### src/rtl/edib_mode2_rx.sv
// edib_mode2_rx: EDIB mode-2 serial receiver.
// Oversamples rx_in on clk_12m, locks onto the falling start edge and samples
// each bit at mid-period. It then delivers a DATA_BITS word, MSB first, with
// an odd-parity check and a stop-bit framing check.
// Frame on the wire: start(0), DATA_BITS data bits, parity, stop(1).
// Build option: define EDIB_RX_MAJORITY_EN to decide each bit by a 2-of-3
// vote around the mid-bit point. This moves every decision one cycle later.
module edib_mode2_rx #(
  parameter int unsigned BIT_CYCLES = 144,
  parameter int unsigned HALF       = 72,
  parameter int unsigned DATA_BITS  = 16
) (
  input  logic                 clk_12m,
  input  logic                 reset,
  input  logic                 rx_in,
  output logic [DATA_BITS-1:0] rx_data,
  output logic                 rx_valid,
  output logic                 parity_err,
  output logic                 frame_err,
  output logic                 rx_busy
);

  localparam int unsigned CNT_W = 8;
  localparam int unsigned IDX_W = 5;

`ifdef EDIB_RX_MAJORITY_EN
  // The vote spans HALF-2..HALF, so the start decision lands at HALF.
  localparam int unsigned START_PT = HALF;
`else
  localparam int unsigned START_PT = HALF - 1;
`endif

  localparam logic [CNT_W-1:0] START_CNT = CNT_W'(START_PT);
  localparam logic [CNT_W-1:0] LAST_CNT  = CNT_W'(BIT_CYCLES - 1);
  localparam logic [IDX_W-1:0] LAST_IDX  = IDX_W'(DATA_BITS - 1);

  typedef enum logic [2:0] {
    IDLE      = 3'd0,
    START     = 3'd1,
    DATA      = 3'd2,
    PARITY    = 3'd3,
    STOP      = 3'd4,
    WAIT_IDLE = 3'd5
  } state_t;

  state_t                 state;
  logic                   rx_m;
  logic                   rx_s;
  logic                   rx_s_d;
  logic [CNT_W-1:0]       cnt;
  logic [IDX_W-1:0]       idx;
  logic [DATA_BITS-1:0]   shreg;
  logic                   par_bit;
  logic                   bit_val_c;
  logic                   fall_c;

  // Two-flop synchronizer for the asynchronous pin, plus one delay for edge detect.
  always_ff @(posedge clk_12m or negedge reset) begin
    if (!reset) begin
      rx_m   <= 1'b1;
      rx_s   <= 1'b1;
      rx_s_d <= 1'b1;
    end else begin
      rx_m   <= rx_in;
      rx_s   <= rx_m;
      rx_s_d <= rx_s;
    end
  end

  assign fall_c = rx_s_d & ~rx_s;

`ifdef EDIB_RX_MAJORITY_EN
  logic [1:0] hist;

  // Two most recent synchronized samples for the 2-of-3 vote.
  always_ff @(posedge clk_12m or negedge reset) begin
    if (!reset) begin
      hist <= 2'b11;
    end else begin
      hist <= {hist[0], rx_s};
    end
  end

  assign bit_val_c = (hist[1] & hist[0]) | (hist[1] & rx_s) | (hist[0] & rx_s);
`else
  assign bit_val_c = rx_s;
`endif

  // Frame FSM with bit-phase counter, shift register and registered strobes.
  always_ff @(posedge clk_12m or negedge reset) begin
    if (!reset) begin
      state      <= IDLE;
      cnt        <= '0;
      idx        <= '0;
      shreg      <= '0;
      par_bit    <= 1'b0;
      rx_data    <= '0;
      rx_valid   <= 1'b0;
      parity_err <= 1'b0;
      frame_err  <= 1'b0;
      rx_busy    <= 1'b0;
    end else begin
      rx_valid   <= 1'b0;
      parity_err <= 1'b0;
      frame_err  <= 1'b0;
      case (state)
        IDLE: begin
          if (fall_c) begin
            state   <= START;
            cnt     <= '0;
            rx_busy <= 1'b1;
          end
        end
        START: begin
          if (cnt == START_CNT) begin
            if (bit_val_c) begin
              // Line back high at mid-start: glitch, not a frame.
              state   <= IDLE;
              rx_busy <= 1'b0;
            end else begin
              state <= DATA;
              cnt   <= '0;
              idx   <= '0;
            end
          end else begin
            cnt <= CNT_W'(cnt + 1'b1);
          end
        end
        DATA: begin
          if (cnt == LAST_CNT) begin
            cnt   <= '0;
            shreg <= DATA_BITS'({shreg, bit_val_c});
            idx   <= IDX_W'(idx + 1'b1);
            if (idx == LAST_IDX) begin
              state <= PARITY;
            end
          end else begin
            cnt <= CNT_W'(cnt + 1'b1);
          end
        end
        PARITY: begin
          if (cnt == LAST_CNT) begin
            cnt     <= '0;
            par_bit <= bit_val_c;
            state   <= STOP;
          end else begin
            cnt <= CNT_W'(cnt + 1'b1);
          end
        end
        STOP: begin
          if (cnt == LAST_CNT) begin
            cnt <= '0;
            if (bit_val_c) begin
              rx_data    <= shreg;
              rx_valid   <= 1'b1;
              // Odd parity: data plus parity bit must hold an odd count of ones.
              parity_err <= ~(^{shreg, par_bit});
              state      <= IDLE;
              rx_busy    <= 1'b0;
            end else begin
              frame_err <= 1'b1;
              state     <= WAIT_IDLE;
            end
          end else begin
            cnt <= CNT_W'(cnt + 1'b1);
          end
        end
        WAIT_IDLE: begin
          // A held-low line must return high before a new start is armed.
          if (rx_s) begin
            state   <= IDLE;
            rx_busy <= 1'b0;
          end
        end
        default: begin
          state   <= IDLE;
          rx_busy <= 1'b0;
        end
      endcase
    end
  end

endmodule

### config.mk
export PLATFORM = sky130hd
export DESIGN_NAME = edib_mode2_rx
export DESIGN_NICKNAME = d
export VERILOG_FILES = /design/src/rtl/edib_mode2_rx.sv
export SDC_FILE = /design/constraint.sdc
export NUM_CORES = 1
export LEC_CHECK = 0
export CAP_MARGIN = 10
export CORE_UTILIZATION = 35
export DETAILED_ROUTE_END_ITERATION = 16
export GPL_ROUTABILITY_DRIVEN = 0
export GPL_TIMING_DRIVEN = 0
export PLACE_DENSITY = 0.5
export SYNTH_ARGS = -nofsm -noshare
export SYNTH_HDL_FRONTEND = slang
export SYNTH_SLANG_ARGS = --single-unit
### constraint.sdc
create_clock -name clk_12m -period 2.45 [get_ports clk_12m]
set_clock_uncertainty 0.2 [all_clocks]
set_input_delay 0.3675 -clock clk_12m [delete_from_list [all_inputs] [get_ports clk_12m]]
set_output_delay 0.3675 -clock clk_12m [all_outputs]
set_load 0.01 [all_outputs]
==> results.txt <==
Synth area leaders - dfrtp_1 (50%), mux2_2 (10%), xnor2_1 (4.6%)
Distinct cells, synth - 47
Die W - 89.18 um
via count - 1707
Sw Share - 27.61%
Mapped Area - 2660 um^2
initial antenna violation count - 0
f_max - 422.3 MHz
layout cell share with drive strength beyond 1 - 27.87%
Util after Layout - 43.55%
worst slack, placed - -0.01196 ns
sequential fraction of design power - 52.5%
placed insts - 332
Slew Viols, Final - 0
Core Area - 7292 um^2
clock root cell - clkbuf_8
CP Launch Type - flop
status - finished, final reports clean
first-pass iteration count of the detailed router - 4
syn_area_per_cell - 12.67 um^2
min-delay worst type - flop to flop
clock latency on the worst-skew pair - 0.31 ns
CTS Buf Count - 5
area share of the largest cell type after synthesis - 49.86%
drt wl/cell - 14.30 um
Crit Path Max Fanout - 10
vias in the first global route - 1733
first-pass GRT wire length - 8211 um
unrepaired setup endpoints after global routing - false
nets - 249
# rows - 31
Routed WL - 4905 um
FF+latch count, synth - 56
cell taking the most area after synthesis - dfrtp_1
Rel. slew slack - 64.22%
design area - 3176 um^2
hpwl dp - 3314 um
EDFF count, synth - 0
CP Capture Type - flop
starting density of the core - 36.48%
Final setup viols - 0
total clock sinks - 56
drt drc - 0
placed instance area - 3019 um^2
CP Class - flop to flop
fin crit share - 96.66%
Syn Inst Count - 210
Die Y-Extent - 89.18 um
antenna viol nets, final - 0
setup ws final - 0.08191 ns
max-cap viol count - 0
# IOs - 23
Design Power - 2.065 mW
total power density per cell area - 650.4 nW/um^2
die footprint - 7953 um^2
worst-margin pin slew - 0.5368 ns
syn_nets - 216
Area Growth Syn to Fin - 19.38%
CP arrival - 2.37 ns
minimum clock period - 2.368 ns
leakage power - 1.485 nW
register clock-pin slew on the reported worst setup and hold paths - 0.10 ns
H-Tree Depth - 2
asr flop ratio synth - 100.0%
Iter 0 DRT Violations - 41
Total GRT Usage - 13.79%
GRT Residual Overflow - 0
Synth warnings - 0
CTS tree - yes
Finished Layout Cells - 343
PortBufs - 22
Final Hold Viols - 0
Internal - 1.495 mW
pin count of the biggest net entering global routing - 36
Clock Path Buffers - 2
ANT cells - 0
Required @ worst endpoint - 2.46 ns
switching component of the power - 570.2 uW
peak supply drop - 256.9 uV
power share of the combinational group - 17.4%
post-synthesis sequential area ratio - 52.82%
Synth Flop Type - dfrtp_1
vias per inst - 4.977
clock share of power - 30.1%
-- cells in the mapped netlist (3+ instances only) --
cell,instances
nor3_1,4
or3b_2,3
buf_2,3
a21o_1,4
o21ai_0,14
xnor2_1,14
dfstp_2,3
dfrtp_1,53
mux2_2,24
nor2_1,7
nor3b_1,7
ha_1,3
and3_1,5
xor2_1,3
inv_1,8
nand2_1,8
mux2_4,8
a21oi_1,3
-- cells in the final DEF, fill, tap and decap left out, drive strengths merged, types with 2 or more instances in the layout --
| cell | count |
|---|---|
| dfrtp | 53 |
| nand3 | 2 |
| nor2 | 7 |
| mux2i | 2 |
| nor3b | 7 |
| a21oi | 3 |
| and3 | 7 |
| dfstp | 3 |
| inv | 9 |
| a211o | 2 |
| ha | 3 |
| or2 | 2 |
| a21o | 5 |
| nand2 | 8 |
| clkdlybuf4s50 | 21 |
| or3b | 4 |
| o21ai | 14 |
| nor3 | 4 |
| clkbuf | 8 |
| xnor2 | 14 |
| xor2 | 3 |
| nor4 | 2 |
| o32ai | 2 |
| o22ai | 2 |
| mux2 | 32 |
| buf | 10 |
-- per-stage QoR --
stage,setup TNS (ns),hold slack [ns]
after CTS,0,0.1682
after floorplan,0,-0.1281
after global routing,0,0.1713
after detailed placement,-0.04124,0.1496
after global placement,-55.79,0.1540
final,0,0.1659
-- flip-flops by register name, indices dropped and copies added (netlist names) --
signal and cells:
bit_val_c 1, cnt 8, frame_err 1, idx 5, par_bit 1, parity_err 1, rx_busy 1, rx_data 16
rx_m 1, rx_s_d 1, rx_valid 1, shreg 16, state 3
-- final timing paths --
path	slack, ns	startpoint	to	cells after the start
max	0.08	cnt[0]	rx_data[1]	7
min	0.17	rx_m	bit_val_c	0
max reg2reg	0.08	cnt[0]	rx_data[1]	7
min reg2reg	0.17	rx_m	bit_val_c	0
max in group asynchronous	1.12	reset	shreg[0]	3
min in group asynchronous	0.35	reset	rx_data[11]	2
-- routing by layer --
layer  vias to the layer above  global-route usage (%)  wire, um  share of wire (%)
met4                         0                   6.205        92                1.9
met2                        35                   22.76      2327                 47
met5                         -                       0         0                  0
met1                       849                   17.42      2324                 47
li1                        812                       -         -                  -
met3                        11                   2.955       159                3.2
-- kinds of logic (layout without fill, tap and decap cells) --
group	count (synthesis)	in the layout	synth area share [%]
xor gates and xnor gates	18	18	6.444
DFF	56	56	52.82
and+or+nand+nor	48	48	11.57
AOI/OAI and AO/OA	35	35	8.702
muxes	34	34	15.43
buffers and inverters	16	50	3.621
adders and majority gates	3	3	1.411
-- area by class of cell --
cell class	count	area, um^2
Fill cell	744	4116
Sequential cell	56	1405
Multi-Input combinational cell	138	1179
Timing Repair Buffer	26	260.3
Tap cell	99	123.9
Clock buffer	6	72.57
Buffer	8	66.31
Clock inverter	2	38.79
Inverter	8	30.03
-- what timing repair did --
action                     in CTS  in global routing
buffers inserted                1                  1
hold buffers                    1                  0
setup endpoints to repair       8                 19
resized for setup               1                  3
hold endpoints to repair       18                  0
-- worst max-delay path: stages, from the launching register on --
cell       delay [ns]
dfrtp_1          0.41
ha_4             0.18
nand4bb_4        0.17
or2_4            0.31
or3_1            0.38
buf_6            0.17
buf_12           0.15
mux2_4           0.29
-- power by group through the flow --
| stage | Sequential, mW | Combinational, mW | Clock [mW] |
|---|---|---|---|
| after global placement | 1.10 | 0.306 | 0 |
| after floorplan | 1.08 | 0.222 | 0 |
| after global routing | 1.10 | 0.395 | 0.694 |
| after detailed placement | 1.10 | 0.312 | 0 |
| after CTS | 1.08 | 0.333 | 0.655 |
| final | 1.09 | 0.359 | 0.622 |
No activity file was read; power rests on OpenSTA's default activity.
